==> config.mk <==
export PLATFORM = sky130hd
export DESIGN_NAME = mem_arbiter
export DESIGN_NICKNAME = d
export VERILOG_FILES = /design/src/rtl/subarashii_pkg.sv /design/src/rtl/sat_counter.sv /design/src/rtl/mem_arbiter.sv
export SDC_FILE = /design/constraint.sdc
export NUM_CORES = 1
export LEC_CHECK = 0
export BUFFER_PORTS_ARGS = -buffer_cell sky130_fd_sc_hd__buf_2
export CAP_MARGIN = 20
export CORE_MARGIN = 8
export CORE_UTILIZATION = 50
export CTS_BUF_LIST = sky130_fd_sc_hd__clkbuf_4
export CTS_CLUSTER_DIAMETER = 100
export DETAILED_ROUTE_END_ITERATION = 6
export PLACE_DENSITY = 0.82
export SLEW_MARGIN = 15
export SYNTH_ARGS = -nofsm -noshare
export SYNTH_HDL_FRONTEND = slang
export SYNTH_SLANG_ARGS = --single-unit
==> constraint.sdc <==
create_clock -name clk -period 2.25 [get_ports clk]
set_clock_uncertainty 0.05 [all_clocks]
set_input_delay 0.225 -clock clk [delete_from_list [all_inputs] [get_ports clk]]
set_output_delay 0.225 -clock clk [all_outputs]
set_load 0.03 [all_outputs]
==> src/rtl/subarashii_pkg.sv <==
// ---------------------------------------------------------------------------
// subarashii_pkg
// Shared definitions for the memory arbiter slice.
//   WORD_W       : memory data / address width
//   arb_state_t  : arbiter FSM states (IDLE, ACCESS, RESP)
//   OWN_*        : owner codes reported on the arbiter's owner output
// ---------------------------------------------------------------------------
package subarashii_pkg;

   localparam int WORD_W = 16;

   typedef enum logic [1:0] {
      IDLE   = 2'd0,
      ACCESS = 2'd1,
      RESP   = 2'd2
   } arb_state_t;

   localparam logic [1:0] OWN_NONE = 2'd0;
   localparam logic [1:0] OWN_IF   = 2'd1;
   localparam logic [1:0] OWN_D    = 2'd2;

endpackage

==> src/rtl/sat_counter.sv <==
// ---------------------------------------------------------------------------
// sat_counter
// Saturating up-counter with synchronous clear (clear wins over increment).
//   clk, rst_n : clock, asynchronous active-low reset
//   i_clr      : clear to zero
//   i_inc      : increment by one, holding at MAX
//   o_cnt      : current count
// ---------------------------------------------------------------------------
module sat_counter #(
   parameter int W   = 4,
   parameter int MAX = 3
) (
   input  logic         clk,
   input  logic         rst_n,
   input  logic         i_clr,
   input  logic         i_inc,
   output logic [W-1:0] o_cnt
);

   logic [W-1:0] r_cnt;

   always_ff @(posedge clk or negedge rst_n) begin
      if (!rst_n) begin
         r_cnt <= '0;
      end else if (i_clr) begin
         r_cnt <= '0;
      end else if (i_inc && (r_cnt != W'(MAX))) begin
         r_cnt <= r_cnt + 1'b1;
      end
   end

   assign o_cnt = r_cnt;

endmodule

==> src/rtl/mem_arbiter.sv <==
// ---------------------------------------------------------------------------
// mem_arbiter
// Shares a single-port memory between instruction fetch (if_*) and data
// load/store (d_*). Data has fixed priority; a fetch that has lost MAX_WAIT
// arbitrations is force-granted. A transaction is latched at grant, drives
// memory for MEM_LAT cycles, then pulses the owner's done for one cycle.
//   clk, rst       : clock, asynchronous active-low reset
//   if_req/if_addr : fetch request; if_rdata/if_done fetch result
//   d_req/d_we/d_addr/d_wdata : data request; d_rdata/d_done data result
//   mem_*          : memory macro interface (driven only in ACCESS)
//   busy, owner    : arbiter status (owner 0 none, 1 fetch, 2 data)
// ---------------------------------------------------------------------------
module mem_arbiter
   import subarashii_pkg::*;
#(
   parameter int MEM_LAT  = 2,
   parameter int MAX_WAIT = 3
) (
   input  logic              clk,
   input  logic              rst,
   input  logic              if_req,
   input  logic [WORD_W-1:0] if_addr,
   output logic [WORD_W-1:0] if_rdata,
   output logic              if_done,
   input  logic              d_req,
   input  logic              d_we,
   input  logic [WORD_W-1:0] d_addr,
   input  logic [WORD_W-1:0] d_wdata,
   output logic [WORD_W-1:0] d_rdata,
   output logic              d_done,
   output logic              mem_en,
   output logic              mem_we,
   output logic [WORD_W-1:0] mem_addr,
   output logic [WORD_W-1:0] mem_wdata,
   input  logic [WORD_W-1:0] mem_rdata,
   output logic              busy,
   output logic [1:0]        owner
);

   arb_state_t        r_state;
   arb_state_t        w_next_state;
   logic [3:0]        r_acc_cnt;
   logic [3:0]        w_wait_cnt;
   logic [WORD_W-1:0] r_addr;
   logic [WORD_W-1:0] r_wdata;
   logic              r_we;
   logic [1:0]        r_owner;
   logic [WORD_W-1:0] r_if_rdata;
   logic [WORD_W-1:0] r_d_rdata;
   logic              w_grant_if;
   logic              w_grant_d;
   logic              w_last_acc;

   // Fetch wins when alone or when it has been starved long enough.
   assign w_grant_if = (r_state == IDLE) && if_req &&
                       (!d_req || (w_wait_cnt >= 4'(MAX_WAIT)));
   assign w_grant_d  = (r_state == IDLE) && d_req && !w_grant_if;
   assign w_last_acc = (r_state == ACCESS) && (r_acc_cnt == 4'(MEM_LAT));

   // wait_cnt counts arbitrations a pending fetch loses to data.
   sat_counter #(
      .W   (4),
      .MAX (MAX_WAIT)
   ) u_wait_cnt (
      .clk   (clk),
      .rst_n (rst),
      .i_clr (w_grant_if),
      .i_inc (if_req && w_grant_d),
      .o_cnt (w_wait_cnt)
   );

   always_ff @(posedge clk or negedge rst) begin
      if (!rst) begin
         r_state <= IDLE;
      end else begin
         r_state <= w_next_state;
      end
   end

   always_comb begin
      w_next_state = r_state;
      case (r_state)
         IDLE:    if (w_grant_if || w_grant_d) w_next_state = ACCESS;
         ACCESS:  if (w_last_acc) w_next_state = RESP;
         RESP:    w_next_state = IDLE;
         default: w_next_state = IDLE;
      endcase
   end

   // Transaction latches, access counter and per-port read data.
   always_ff @(posedge clk or negedge rst) begin
      if (!rst) begin
         r_acc_cnt  <= '0;
         r_addr     <= '0;
         r_wdata    <= '0;
         r_we       <= 1'b0;
         r_owner    <= OWN_NONE;
         r_if_rdata <= '0;
         r_d_rdata  <= '0;
      end else begin
         case (r_state)
            IDLE: begin
               if (w_grant_if) begin
                  r_addr    <= if_addr;
                  r_wdata   <= '0;
                  r_we      <= 1'b0;
                  r_owner   <= OWN_IF;
                  r_acc_cnt <= 4'd1;
               end else if (w_grant_d) begin
                  r_addr    <= d_addr;
                  r_wdata   <= d_wdata;
                  r_we      <= d_we;
                  r_owner   <= OWN_D;
                  r_acc_cnt <= 4'd1;
               end
            end
            ACCESS: begin
               if (w_last_acc) begin
                  if (!r_we) begin
                     if (r_owner == OWN_IF) r_if_rdata <= mem_rdata;
                     else                   r_d_rdata  <= mem_rdata;
                  end
               end else begin
                  r_acc_cnt <= r_acc_cnt + 4'd1;
               end
            end
            RESP: begin
               r_owner   <= OWN_NONE;
               r_acc_cnt <= '0;
            end
            default: r_owner <= OWN_NONE;
         endcase
      end
   end

   assign busy      = (r_state != IDLE);
   assign owner     = r_owner;
   assign if_done   = (r_state == RESP) && (r_owner == OWN_IF);
   assign d_done    = (r_state == RESP) && (r_owner == OWN_D);
   assign if_rdata  = r_if_rdata;
   assign d_rdata   = r_d_rdata;
   assign mem_en    = (r_state == ACCESS);
   assign mem_we    = (r_state == ACCESS) && r_we;
   assign mem_addr  = (r_state == ACCESS) ? r_addr  : '0;
   assign mem_wdata = (r_state == ACCESS) ? r_wdata : '0;

endmodule

==> results.sh <==
export IMPL_synth_nets=346
export IMPL_die_area_mm2=0.00990
export IMPL_hold_viol=0
export IMPL_grt_start_max_net_pins=78
export IMPL_grt_pass1_vias=3297
export IMPL_design_area_mm2=0.00506
export IMPL_hp_class="input pin to flop"
export IMPL_path_clk_slew_ns=0.12
export IMPL_core_area_mm2=0.00676
export IMPL_ir_drop_mv=0.746
export IMPL_tns_ns=0
export IMPL_ios=140
export IMPL_rsz0062_at_grt="no"
export IMPL_grt_pass1_wl_mm=17.1
export IMPL_fin_nets=553
export IMPL_fin_crit_ns=2.10
export IMPL_drtIter0Drc=115
export IMPL_finalSetupViolations=0
export IMPL_final_antenna_net_count=0
export IMPL_drive_above_1_share_pct=42.4
export IMPL_synth_top_cell_area_share_pct=55.3
export IMPL_p_leak_uw=0.00261
export IMPL_max_freq_ghz=0.477
export IMPL_synth_edf_count=0
export IMPL_cp_max_fo=45
export IMPL_syn_area_mm2=0.00349
export IMPL_yosys_most_used_dff="dfrtp_1"
export IMPL_met3_length_um=999
export IMPL_routed_wl_mm=10.7
export IMPL_port_buffers=139
export IMPL_syn_inst=269
export IMPL_multiInputGateArea_mm2=0.00146
export IMPL_cts_max_path_buffers=2
export IMPL_fp_row_count=30
export IMPL_power_uw=6450
export IMPL_cts_htree_levels=3
export IMPL_gp_congestion=0.775
export IMPL_cts_tree="built"
export IMPL_yosys_top_cells_count="dfrtp_1 (77), and2_1 (52), mux2_2 (33), a22o_1 (20), a221o_1 (16)"
export IMPL_tightest_slew_ns=0.946
export IMPL_path_class="flop to primary output"
export IMPL_wl_met2_mm=5.05
export IMPL_start_util_pct=51.6
export IMPL_final_cell_count_no_fill=562
export IMPL_wire_per_inst_um=19.0
export IMPL_vias_per_cell=5.31
export IMPL_avgSynthCellArea_um2=13.0
export IMPL_period_share_pct=93.2
export IMPL_cp_slowest_stage_delay_ns=0.44
export IMPL_final_max_slew_viol_count=0
export IMPL_critical_path_slowest_cell="dfrtp_1"
export IMPL_die_y_um=99.5
export IMPL_synth_top_area_cell="dfrtp_1"
export IMPL_ys_top_cells_by_area="dfrtp_1 (55%), mux2_2 (11%), and2_1 (9.3%)"
export IMPL_highest_layer="met4"
export IMPL_drt_first_pass_iters=4
export IMPL_wl_met1_mm=4.50
export IMPL_cts_setup_buffers=0
export IMPL_clock_latency_ns=0.40
export IMPL_n_fill_cell=435
export IMPL_critPathCaptureType="primary output"
export IMPL_root_buffer="clkbuf_4"
export IMPL_placed_area_mm2=0.00424
export IMPL_cts_buffers=9
export IMPL_status="finished clean"
export IMPL_pwr_density_cell_mw_per_mm2=1270
export IMPL_regArea_mm2=0.00193
export IMPL_die_width_um=99.5
export IMPL_cp_required_ns=1.98
export IMPL_slew_headroom_pct=36.9
export IMPL_hpwl_mm=6.37
export IMPL_whs_ns=0.101
export IMPL_crit_chain="inv_1 > ha_2 > buf_12 > and2_1 > buf_2"
export IMPL_antenna_found_initial=1
export IMPL_ys_seq_area_share_pct=55.3
export IMPL_crit_arrival_ns=1.82
export IMPL_grt_ovfl_total=0
export IMPL_cap_viol_max_count=0
export IMPL_drcViolationCount=0
export IMPL_worst_setup_path_start_kind="flop"
export IMPL_ys_warn_count=0
export IMPL_synth_most_common_cell="dfrtp_1"
export IMPL_synth_ff_latch_count=77
export IMPL_placed_cells=478
export IMPL_async_flop_share_pct=100
export IMPL_area_delta_synth_final_pct=45.2
export IMPL_numClockSinks=77
export IMPL_grt_usage_pct=21.9
export IMPL_synth_cell_types=37
export IMPL_vias=2984
[layout make-up]
cell class                      instances  share of cell area [%]
Tap cell                               80                    1.98
Inverter                                6                   0.445
Timing Repair Buffer                  211                    28.0
Multi-Input combinational cell        171                    28.8
Sequential cell                        77                    38.1
Clock inverter                          7                    1.31
Antenna cell                            1                  0.0494
Clock buffer                            9                    1.33
[metrics by stage]
step	util (%)	setup WS, ns
after CTS	74.3	0.00923
after floorplan	-	0.0213
after detailed placement	62.8	0.0365
after global routing	74.9	0.0330
after global placement	62.8	0.143
final	74.9	0.153
[worst max-delay path: cells and delay by family, from the launching register on]
kind	cells	cell delay, ns
simple gates	1	0.19
fa+ha+maj	1	0.25
flops	1	0.44
buf+inv	3	0.54
[where the power goes]
group | total (µW) | leakage (µW) | internal [µW] | switching (µW)
Sequential | 2220 | 0.000989 | 1900 | 316
Combinational | 3420 | 0.00155 | 1330 | 2090
Clock | 805 | 0.0000755 | 333 | 472
Total | 6450 | 0.00261 | 3560 | 2880
[flip-flops by register name, summed over array words and instances (netlist names)]
signal / flops
d_rdata: 16
if_rdata: 16
r_addr: 16
r_wdata: 16
r_acc_cnt: 4
u_wait_cnt.o_cnt: 4
owner: 2
r_state: 2
r_we: 1
[cell usage in the layout, fill, tap and decap left out, types with 2 or more instances in the layout]
cell type      instances
a221o_1               16
a22o_1                20
a311o_1                2
and2_1                52
buf_2                138
buf_4                  6
clkbuf_4               9
clkinv_2               4
dfrtp_1               77
dlygate4sd3_1         66
ha_1                   7
inv_1                  6
mux2_2                33
nand2_1                5
nand3_1                4
nor2_1                 4
o21ai_0                5
[logic make-up after synthesis]
group	synth area share [%]
simple gates	15.6
flops	55.3
buf+inv	3.01
compound gates	12.6
fa+ha+maj	2.87
mux	10.7
[final timing paths]
check | slack [ns] | start | to | depth (start not counted)
setup / recovery | 0.15 | r_state[1]$_DFFE_PN0P_ | mem_addr[11] | 5
hold reg to reg | 0.46 | r_wdata[13]$_DFFE_PN0P_ | r_wdata[13]$_DFFE_PN0P_ | 1
min in group asynchronous | 0.46 | rst | d_rdata[0]$_DFFE_PN0P_ | 2
hold / removal | 0.10 | if_req | u_wait_cnt.o_cnt[0]$_DFFE_PN0P_ | 3
setup reg to reg | 0.29 | r_state[1]$_DFFE_PN0P_ | if_rdata[8]$_DFFE_PN0P_ | 6
max in group asynchronous | 1.06 | rst | r_addr[1]$_DFFE_PN0P_ | 2
[timing repair]
action | CTS | global route
hold buffers | 64 | 2
endpoints found under the hold margin | 140 | 2
resized for setup | 1 | 3
endpoints found under the setup margin | 33 | 33
[metal layers]
layer / vias up / GRT usage (%)
met2: 145 / 35.4
met1: 1440 / 25.9
met4: 0 / 7.80
met3: 12 / 8.59
li1: 1387 / -
met5: - / 0
(Power assumes the default switching activity.)
